[src/rtl/seg_scan_ctrl.sv]
`default_nettype none
// ============================================================================
// Module   : seg_scan_ctrl
// Purpose  : Eight-digit seven-segment scan controller. Accepts an 8-bit
//            binary value over valid/ready and converts it to three BCD
//            digits with a sequential shift-add-3 (double-dabble) engine.
//            The result is latched into a display buffer, and the buffer is
//            time-multiplexed across eight active-low anodes.
// Ports    : clk, rst_n         - clock, asynchronous active-low reset
//            in_data/in_valid   - value to display and its valid strobe
//            in_ready           - high in IDLE; the controller accepts a value
//            blank_lz           - blank leading zeros of the 3-digit field
//            busy               - conversion in progress (CONV or LOAD)
//            num                - index of the digit being driven (0 = right)
//            AN                 - active-low one-hot anode select
//            digit_code         - BCD code for digit num, 15 = blank
// Revision : 1.0 - initial release
// ============================================================================
module seg_scan_ctrl #(
    parameter int SCAN_DIV = 100_000
) (
    input  logic       clk,
    input  logic       rst_n,
    input  logic [7:0] in_data,
    input  logic       in_valid,
    output logic       in_ready,
    input  logic       blank_lz,
    output logic       busy,
    output logic [2:0] num,
    output logic [7:0] AN,
    output logic [3:0] digit_code
);

    localparam int c_PRESC_W = (SCAN_DIV > 2) ? $clog2(SCAN_DIV) : 1;
    localparam logic [c_PRESC_W-1:0] c_PRESC_MAX = c_PRESC_W'(SCAN_DIV - 1);
    localparam logic [3:0] c_BLANK = 4'd15;

    typedef enum logic [1:0] {
        S_IDLE = 2'd0,
        S_CONV = 2'd1,
        S_LOAD = 2'd2
    } state_t;

    state_t                 r_state;
    logic                   r_in_ready;
    logic                   r_busy;
    logic [7:0]             r_shift;
    logic [11:0]            r_bcd;      // {hundreds, tens, ones}
    logic [2:0]             r_iter;
    logic [3:0]             r_d0;
    logic [3:0]             r_d1;
    logic [3:0]             r_d2;
    logic [c_PRESC_W-1:0]   r_presc;
    logic [2:0]             r_num;

    logic [11:0]            w_adj;
    logic [3:0]             w_code;

    function automatic logic [3:0] add3_if_ge5(input logic [3:0] nib);
        return (nib >= 4'd5) ? nib + 4'd3 : nib;
    endfunction

    // Each BCD nibble is corrected before the shift so that its doubled value
    // carries correctly into the next decade.
    assign w_adj = {add3_if_ge5(r_bcd[11:8]),
                    add3_if_ge5(r_bcd[7:4]),
                    add3_if_ge5(r_bcd[3:0])};

    // ------------------------------------------------------------------
    // Handshake / conversion FSM with registered in_ready and busy
    // ------------------------------------------------------------------
    always_ff @(posedge clk or negedge rst_n) begin
        if (!rst_n) begin
            r_state    <= S_IDLE;
            r_in_ready <= 1'b1;
            r_busy     <= 1'b0;
            r_shift    <= '0;
            r_bcd      <= '0;
            r_iter     <= '0;
            r_d0       <= '0;
            r_d1       <= '0;
            r_d2       <= '0;
        end else begin
            case (r_state)
                S_IDLE: begin
                    if (in_valid && r_in_ready) begin
                        r_shift    <= in_data;
                        r_bcd      <= '0;
                        r_iter     <= '0;
                        r_state    <= S_CONV;
                        r_in_ready <= 1'b0;
                        r_busy     <= 1'b1;
                    end
                end
                S_CONV: begin
                    // The 8-bit input bounds the result to 255, so the top
                    // accumulator bit never carries out.
                    r_bcd   <= {w_adj[10:0], r_shift[7]};
                    r_shift <= {r_shift[6:0], 1'b0};
                    r_iter  <= r_iter + 3'd1;
                    if (r_iter == 3'd7) begin
                        r_state <= S_LOAD;
                    end
                end
                S_LOAD: begin
                    r_d2       <= r_bcd[11:8];
                    r_d1       <= r_bcd[7:4];
                    r_d0       <= r_bcd[3:0];
                    r_state    <= S_IDLE;
                    r_in_ready <= 1'b1;
                    r_busy     <= 1'b0;
                end
                default: begin
                    r_state    <= S_IDLE;
                    r_in_ready <= 1'b1;
                    r_busy     <= 1'b0;
                end
            endcase
        end
    end

    // ------------------------------------------------------------------
    // Free-running digit scan; independent of the conversion FSM
    // ------------------------------------------------------------------
    always_ff @(posedge clk or negedge rst_n) begin
        if (!rst_n) begin
            r_presc <= '0;
            r_num   <= '0;
        end else if (r_presc == c_PRESC_MAX) begin
            r_presc <= '0;
            r_num   <= r_num + 3'd1;
        end else begin
            r_presc <= r_presc + 1'b1;
        end
    end

    // Ones digit is never blanked so that a value of zero shows one "0".
    always_comb begin
        w_code = c_BLANK;
        case (r_num)
            3'd0:    w_code = r_d0;
            3'd1:    w_code = (blank_lz && (r_d2 == 4'd0) && (r_d1 == 4'd0)) ? c_BLANK : r_d1;
            3'd2:    w_code = (blank_lz && (r_d2 == 4'd0)) ? c_BLANK : r_d2;
            default: w_code = c_BLANK;
        endcase
    end

    assign in_ready   = r_in_ready;
    assign busy       = r_busy;
    assign num        = r_num;
    assign AN         = ~(8'd1 << r_num);
    assign digit_code = w_code;

endmodule
`default_nettype wire

[config.mk]
export PLATFORM = sky130hd
export DESIGN_NAME = seg_scan_ctrl
export DESIGN_NICKNAME = d
export VERILOG_FILES = /design/src/rtl/seg_scan_ctrl.sv
export SDC_FILE = /design/constraint.sdc
export NUM_CORES = 1
export LEC_CHECK = 0
export CAP_MARGIN = 20
export CORE_ASPECT_RATIO = 0.9
export CORE_MARGIN = 2
export CORE_UTILIZATION = 58
export CTS_CLUSTER_SIZE = 28
export DETAILED_ROUTE_END_ITERATION = 8
export GPL_TIMING_DRIVEN = 0
export PLACE_DENSITY = 0.84
export SYNTH_ARGS = -nofsm -noshare
export SYNTH_HDL_FRONTEND = slang
export SYNTH_SLANG_ARGS = --single-unit
export TNS_END_PERCENT = 20
[constraint.sdc]
create_clock -name clk -period 3.1 [get_ports clk]
set_input_delay 0.62 -clock clk [delete_from_list [all_inputs] [get_ports clk]]
set_output_delay 0.62 -clock clk [all_outputs]
set_load 0.005 [all_outputs]
# Word level (Yosys, flattened, before mapping)
# Index checks and enable logic that the tools add are counted.
# word_totals
reg_bits,59
in_bits,12
out_inout_bits,17
word_cells,62
# classes
addsub,6
order_cmp,3
eq_ne,8
shifts,1
muxes,20
n_bitwise,2
reduce_logical,11
# ops
op,n
$pmux W12 S2,1
$add A17 B1 Y17 const B,1
$eq A17 B17 Y1 const B,1
$mux W17,1
$mux W4,4
$pmux W8 S2,1
$ge A4 B3 Y1 const B,3
$mux W12,1
$pmux W4 S3,1
$add A4 B2 Y4 const B,2
$logic_not A4 Y1,2
$mux W8,1
$not A8 Y8,1
$shl A1 B3 Y8 const A,1
$add A3 B1 Y3 const B,2
$mux W3,2
$pmux W3 S2,1
$reduce_and A2 Y1,3
$mux W2,2
$ne A2 B2 Y1 const B,2
$pmux W1 S2,2
$pmux W2 S2,1
$add A3 B2 Y3 const B,1
$eq A3 B1 Y1 const B,1
10 further kinds,13

# Longest topological paths before layout
# Gate-level depths: netlist (run 1).
# logic_depth
depth_word,5
ltp_mapped,6
mapped_depth_nobuf,6

# Worst setup path before layout (run 1)
# No wires, ideal clock.
# synth_timing
kind,register to output
startpoint,register r_d1[0]
endpoint,output digit_code[0]
arrival_ns,1.297
path_slack_ns,1.183
stages_incl_launch_ff,5
path_buffers,0
cell_sequence,dfrtp_1 or4_1 nor3_1 o21ai_0 nand4_1
# synth_between
elab_chain_cells,4
# synth_lines
item,line,rtl
"start, declared",51,logic [3:0] r_d1;
"start signal, assigned",107,r_d1 <= r_bcd[7:4];
$logic_not A4 Y1,142,3'd1: w_code = (blank_lz && (r_d2 == 4'd0) && (r_d1 == 4'd0)) ? c_BLANK : r_d1;
$logic_and A1 B1 Y1,142,
$mux W4 *,142,
$pmux W4 S3 *,140,case (r_num)
"end, declared",31,output logic [3:0] digit_code
# Every way passes the cells marked *; elsewhere a longest branch is shown, timed or not.

# Final worst setup path (run 1)
# layout_timing
startpoint,register r_d1[0]
endpoint,output digit_code[1]
# layout_between
elab_chain_cells,4
# layout_lines
item,line
$logic_not A4 Y1,142
$logic_and A1 B1 Y1,142
$mux W4,142
$pmux W4 S3,140
# Every way passes these cells.

==> results of run 1 <==
## where the power goes
group / switching (W) / internal [W] / leakage [nW] / total [W]
Sequential: 0.000166 / 0.000971 / 0.761 / 0.00114
Combinational: 0.000383 / 0.000381 / 0.731 / 0.000764
Clock: 0.000276 / 0.000348 / 0.0953 / 0.000624
## flip-flops by register name (all words and copies together) (netlist names), 2 cells and up
register	cells
r_d1	4
r_presc	17
r_shift	8
r_d2	4
r_state	2
num	3
r_d0	4
r_iter	3
r_bcd	12
## kinds of logic after synthesis
family                   after synthesis  synth area share, %
AND/OR/NAND/NOR                       95                 17.6
AO/OA/AOI/OAI                         39                 7.83
flip-flops                            59                 50.0
buffers and inverters                 23                 3.26
XOR/XNOR                              21                 6.22
adder cells (fa/ha/maj)               15                 6.35
multiplexers                          24                 8.76
## cell usage in the layout (no fill, tap or decap), drive strengths merged, types with 13 or more instances in the layout
master,n
dfrtp,58
clkdlybuf4s50,27
nand2,25
o21ai,25
clkbuf,19
nand3,18
mux2,15
ha,15
inv,14
xnor2,13
## metal layers
metal / global-route usage, % / part of all wire, % / vias to the layer above
met5: 0 / 0 / -
met4: 11.9 / 2.4 / 0
met3: 3.90 / 4.5 / 16
met2: 34.7 / 47 / 64
met1: 28.7 / 46 / 1121
li1: - / - / 1054
## cell type report
type                            count  area [um2]
Buffer                              9        43.8
Clock buffer                       13         169
Clock inverter                      2        10.0
Fill cell                         362        1350
Inverter                           14        52.6
Multi-Input combinational cell    194        1380
Sequential cell                    59        1480
Tap cell                           65        81.3
Timing Repair Buffer               29         295
## stage by stage
step	setup WS, ns	hold slack [ns]
6_report	0.225	0.266
5_1_grt	0.0696	0.293
4_1_cts	0.205	0.274
3_5_place_dp	0.273	0.465
3_3_place_gp	-0.386	0.453
2_1_floorplan	1.18	0.324
## path summary, 6_finish.rpt
kind	from	to	slack, ns
worst min register to register	r_shift[7]	r_bcd[0]	0.48
max in group asynchronous	rst_n	in_ready	2.21
worst max-delay path	r_d1[0]	digit_code[1]	0.23
worst max register to register	r_presc[6]	num[1]	1.29
worst min-delay path	rst_n	r_shift[2]	0.27
min in group clk	r_shift[7]	r_bcd[0]	0.48
==> results by group, run 1 <==
Drt
  – WL final: approximately 5.6 mm
  – Antenna viol nets, final: 0
  – Routed WL per cell: 14.6 um
  – Vias/cell: around 5.9
  – First-pass DRT Iterations: 4
  – Initial DRC Count: approximately 160
  – DR vias: 2255
  – Drt drc: 0

Run
  – MaxCap Viol Count: 0

Floorplanning
  – Starting Density: about three fifths
  – Die Area: about 0.0057 mm2
  – Core Region: 0.00486 mm2
  – Chip width: just under 80 um
  – Die height: ~72 um
  – # rows: 24
  – I/O pin total: 29

Setup path
  – Highest-delay cell along the critical path: or4_1
  – Worst path buffer plus inverter count: 1
  – CP max FO: 4
  – Startpoint types: flip-flop
  – CP peak stage delay: 0.52 ns
  – CP Class: flip-flop to output pin
  – CP arrival: 2.25 ns
  – Critical path depth in cells: 5
  – Worst-path cell chain: or4_1, nor3_1, o21ai_0, nand4_1, clkdlybuf4s50_1
  – Crit path capture type: output pin
  – Top Family by Delay on Critical Path: simple AND/OR/NAND/NOR gates
  – Critical path data required time: 2.48 ns
  – Reg2Reg Depth: 5

Place
  – Placed inst area: 0.00333 mm2
  – Post-Place Cells: 370
  – Placer Congestion: 0.887
  – Port bufs: 28
  – Final HPWL DP: 4.03 mm

Synthesis
  – Post-Synthesis Cells: approximately 280
  – Post-synth top cells: 58 x dfrtp_1, 24 x nand2_1, 24 x o21ai_0
  – Syn. warnings: 0
  – Cell taking the most area after synthesis: dfrtp_1
  – Count leader, synth: dfrtp_1
  – Seq/Total Area, Yosys: 50.0%
  – Register bit count reported by yosys: 59
  – Syn nets: 303
  – Ys async rst share: 100%
  – Synth Flop Type: dfrtp_1
  – Top area cells in the synthesized netlist: dfrtp_1 49%, ha_1 6.3%, mux2_2 5.7%
  – Post-Synthesis Cell Area: 0.00296 mm2
  – Syn avg cell area: 10.7 um2
  – Number of synthesized flops with an enable pin: 0
  – Post-synth top area share: between 40% and 50%
  – Unique masters post-synth: 37

Hold path
  – Hold WC Path Type: input pin to async pin

Clocking
  – Clock Pin Slew Worst Setup and Hold Paths: 0.06 ns
  – Post-CTS Hold Buffers: 0
  – Max H-tree Level: 3
  – CTS tree: yes
  – Worst-skew pair later-pin latency: 0.33 ns
  – Clock sinks: around 60
  – Inserted Clock Buffers: 9
  – CTS Root Cell: clkbuf_8
  – PostCTS Resize Cnt: 0
  – Clock Path Buffers: 2
  – Post-CTS Setup Bufs: 0

Power and ir drop
  – Worst VDD drop: 0.000445 V
  – Leakage power: 1.59 nW
  – Tot Pwr: 0.00252 W
  – Pwr/cell area: 719 mW/mm2

Cells and area
  – Layout Cells excl Fill: 385
  – Fin util: 72.2%
  – Nets: 343
  – Layout cells sized above 1: 12.5%
  – Fin area: between 0.003 and 0.004 mm2
  – Ant diodes: 0
  – Area growth syn-to-layout: 18.8%

Global route
  – GR Overflow Total: 0
  – Vias in the first global route: 2148
  – First-pass GRT wire length: approximately 9.6 mm
  – Antenna violations before repair: 0
  – Largest net degree at the start of global routing: 38
  – GRT Overall Usage: 21.8%

STA
  – Setup TNS Final: 0 ns
  – Minimum clock period: 2.87 ns
  – Clk_skew: 0.00530 ns
  – Final hold vios: 0
  – Final setup violation count: 0
  – Final worst path period share: between 90% and 100%
  – Relative slew slack: 64.6%
  – Fmax: 348 MHz
  – Max-slew violation count: 0
  – Worst-Margin Slew: 0.532 ns
  – RSZ-0062 raised after global routing: no

Outcome
  – Outcome: complete, no violations
(Power assumes the default switching activity.)
==> run 2: changes to the inputs <==
Settings changed: RECOVER_POWER set to 100.
==> results by group, run 2 (synthesis results as in run 1) <==
Setup path
  – CP Class: flip-flop to output pin
  – Worst flop-to-flop path startpoint: r_presc[13]
  – Reg2Reg Depth: 4
  – Worst R2R Setup Slack: about 0.4 ns
  – R2R Path End: num[1]
  – CP arrival: 2.32 ns
  – CP max FO: 4
  – Critical path data required time: 2.48 ns
  – Startpoint types: flip-flop
  – Crit path capture type: output pin

Power and ir drop
  – Worst VDD drop: ~0.00044 V
  – Pwr/cell area: slightly above 700 mW/mm2
  – Leakage power: between 1.5 and 2 nW

Clocking
  – CTS tree: yes
  – Clock sinks: 59
  – Clock Pin Slew Worst Setup and Hold Paths: approximately 0.06 ns
  – Post-CTS Setup Bufs: 0
  – Clock Path Buffers: 2
  – CTS Root Cell: clkbuf_8
  – Inserted Clock Buffers: 9
  – Post-CTS Hold Buffers: 0
  – Worst-skew pair later-pin latency: around 0.33 ns
  – PostCTS Resize Cnt: 0
  – Max H-tree Level: 3

Hold path
  – Hold WC Path Type: flip-flop to flip-flop
  – Hold path endpoint: r_bcd[0]
  – Hold depth: 2
  – Hold Path Origin: r_shift[7]

Cells and area
  – Most flop-heavy register: r_presc
  – Largest registers: r_presc: 17 flops, r_bcd: 12 flops, r_shift: 8 flops
  – Area growth syn-to-layout: 17.2%
  – Max reg flops: 17
  – Fillers: 372
  – Nets: 343
  – Most common cell after layout, fill and taps aside: dfrtp_1
  – Most frequent cells in the layout: 58 x dfrtp_1, 25 x o21ai_0, 24 x nand2_1
  – Ant diodes: 0
  – Layout cells sized above 1: 10.3%

Floorplanning
  – Core Region: between 0.004 and 0.005 mm2
  – Starting Density: 60.8%
  – Die height: 71.7 um
  – I/O pin total: 29
  – Die Area: 0.00569 mm2
  – # rows: 24
  – Chip width: 79.3 um

STA
  – Worst-Margin Slew: between 1 and 1.5 ns
  – Minimum clock period: 2.94 ns
  – Fmax: around 340 MHz
  – Relative slew slack: a little under a quarter
  – Final worst path period share: a little over nine tenths
  – RSZ-0062 raised after global routing: no
  – Final setup violation count: 0
  – Clk_skew: 0.00670 ns
  – Setup TNS Final: 0 ns
  – Hold slack: around 0.49 ns
  – Final hold vios: 0
  – Max-slew violation count: 0

Global route
  – GR Overflow Total: 0
  – Largest net degree at the start of global routing: 38
  – First-pass GRT wire length: 9.59 mm
  – Antenna violations before repair: 0
  – Vias in the first global route: 2148
  – GRT Overall Usage: a little over a fifth

Drt
  – WL final: 5.60 mm
  – First-pass DRT Iterations: 4
  – Initial DRC Count: 173
  – Vias/cell: 5.79
  – DR vias: 2228
  – Drt drc: 0
  – Routed WL per cell: 14.6 um
  – Antenna viol nets, final: 0

Run
  – MaxCap Viol Count: 0

Place
  – Port bufs: 28
  – Placer Congestion: 0.887
  – Final HPWL DP: approximately 4.0 mm

Outcome
  – Outcome: complete, no violations
-- run 2: changes by cell type in the layout (fill, tap and decap cells not counted), moves of 2 or more --
cell / previous run / this run
and2_0: 0 / 2
and2_1: 2 / 0
buf_2: 3 / 0
clkbuf_1: 7 / 11
clkdlybuf4s50_1: 27 / 11
dlygate4sd3_1: 0 / 16
-- run 2: cell type report --
class / instances / area [um2] / area share (%)
Tap cell: 65 / 81.3 / 2.35
Inverter: 14 / 52.6 / 1.52
Clock inverter: 2 / 10.0 / 0.289
Clock buffer: 13 / 169 / 4.88
Sequential cell: 59 / 1480 / 42.7
Timing Repair Buffer: 29 / 279 / 8.05
Buffer: 9 / 33.8 / 0.975
Multi-Input combinational cell: 194 / 1360 / 39.3
-- run 2: worst max path at each step --
stage,end,from,slack [ns]
detailed placement,digit_code[0],blank_lz,0.27
global route,digit_code[3],r_d1[0],0.04
CTS,digit_code[0],r_d1[0],0.20
global placement,r_presc[6],rst_n,-0.39
floorplan,digit_code[0],r_d1[0],1.18
finish,digit_code[3],r_d1[0],0.16
-- run 2: metal layers --
layer	GRT usage, %	vias to the layer above	wire length [um]
met4	11.9	0	109
li1	-	1055	-
met2	34.7	60	2670
met1	28.7	1103	2570
met5	0	-	0
met3	3.90	10	256
-- run 2: critical path, cell delays in order (launching register included) --
cell,delay (ns)
dfrtp_1,0.40
or4_1,0.52
nor3_1,0.28
o21ai_0,0.12
nand4_1,0.10
dlygate4sd3_1,0.57
-- run 2: power breakdown --
group / switching, W / total, W / leakage [nW] / internal [W]
Combinational: 0.000381 / 0.000749 / 0.706 / 0.000368
Sequential: 0.000165 / 0.00113 / 0.761 / 0.000970
Clock: 0.000276 / 0.000624 / 0.0953 / 0.000349
-- run 2: stage by stage --
stage	worst slack [ns]	util (%)	instance area, um2	total power, W	instances
floorplan	1.18	-	2960	0.00164	276
global placement	-0.386	68.2	3320	0.00185	369
detailed placement	0.273	68.5	3330	0.00191	370
CTS	0.205	72.2	3510	0.00254	385
global route	0.0365	71.2	3460	0.00268	385
finish	0.164	71.2	3460	0.00251	385
==> run 3: changes to the inputs <==
Settings changed: ABC_CLOCK_PERIOD_IN_PS set to 3100.
==> results of run 3 <==
The final DEF is identical to that of run 2; final timing and power are the same.
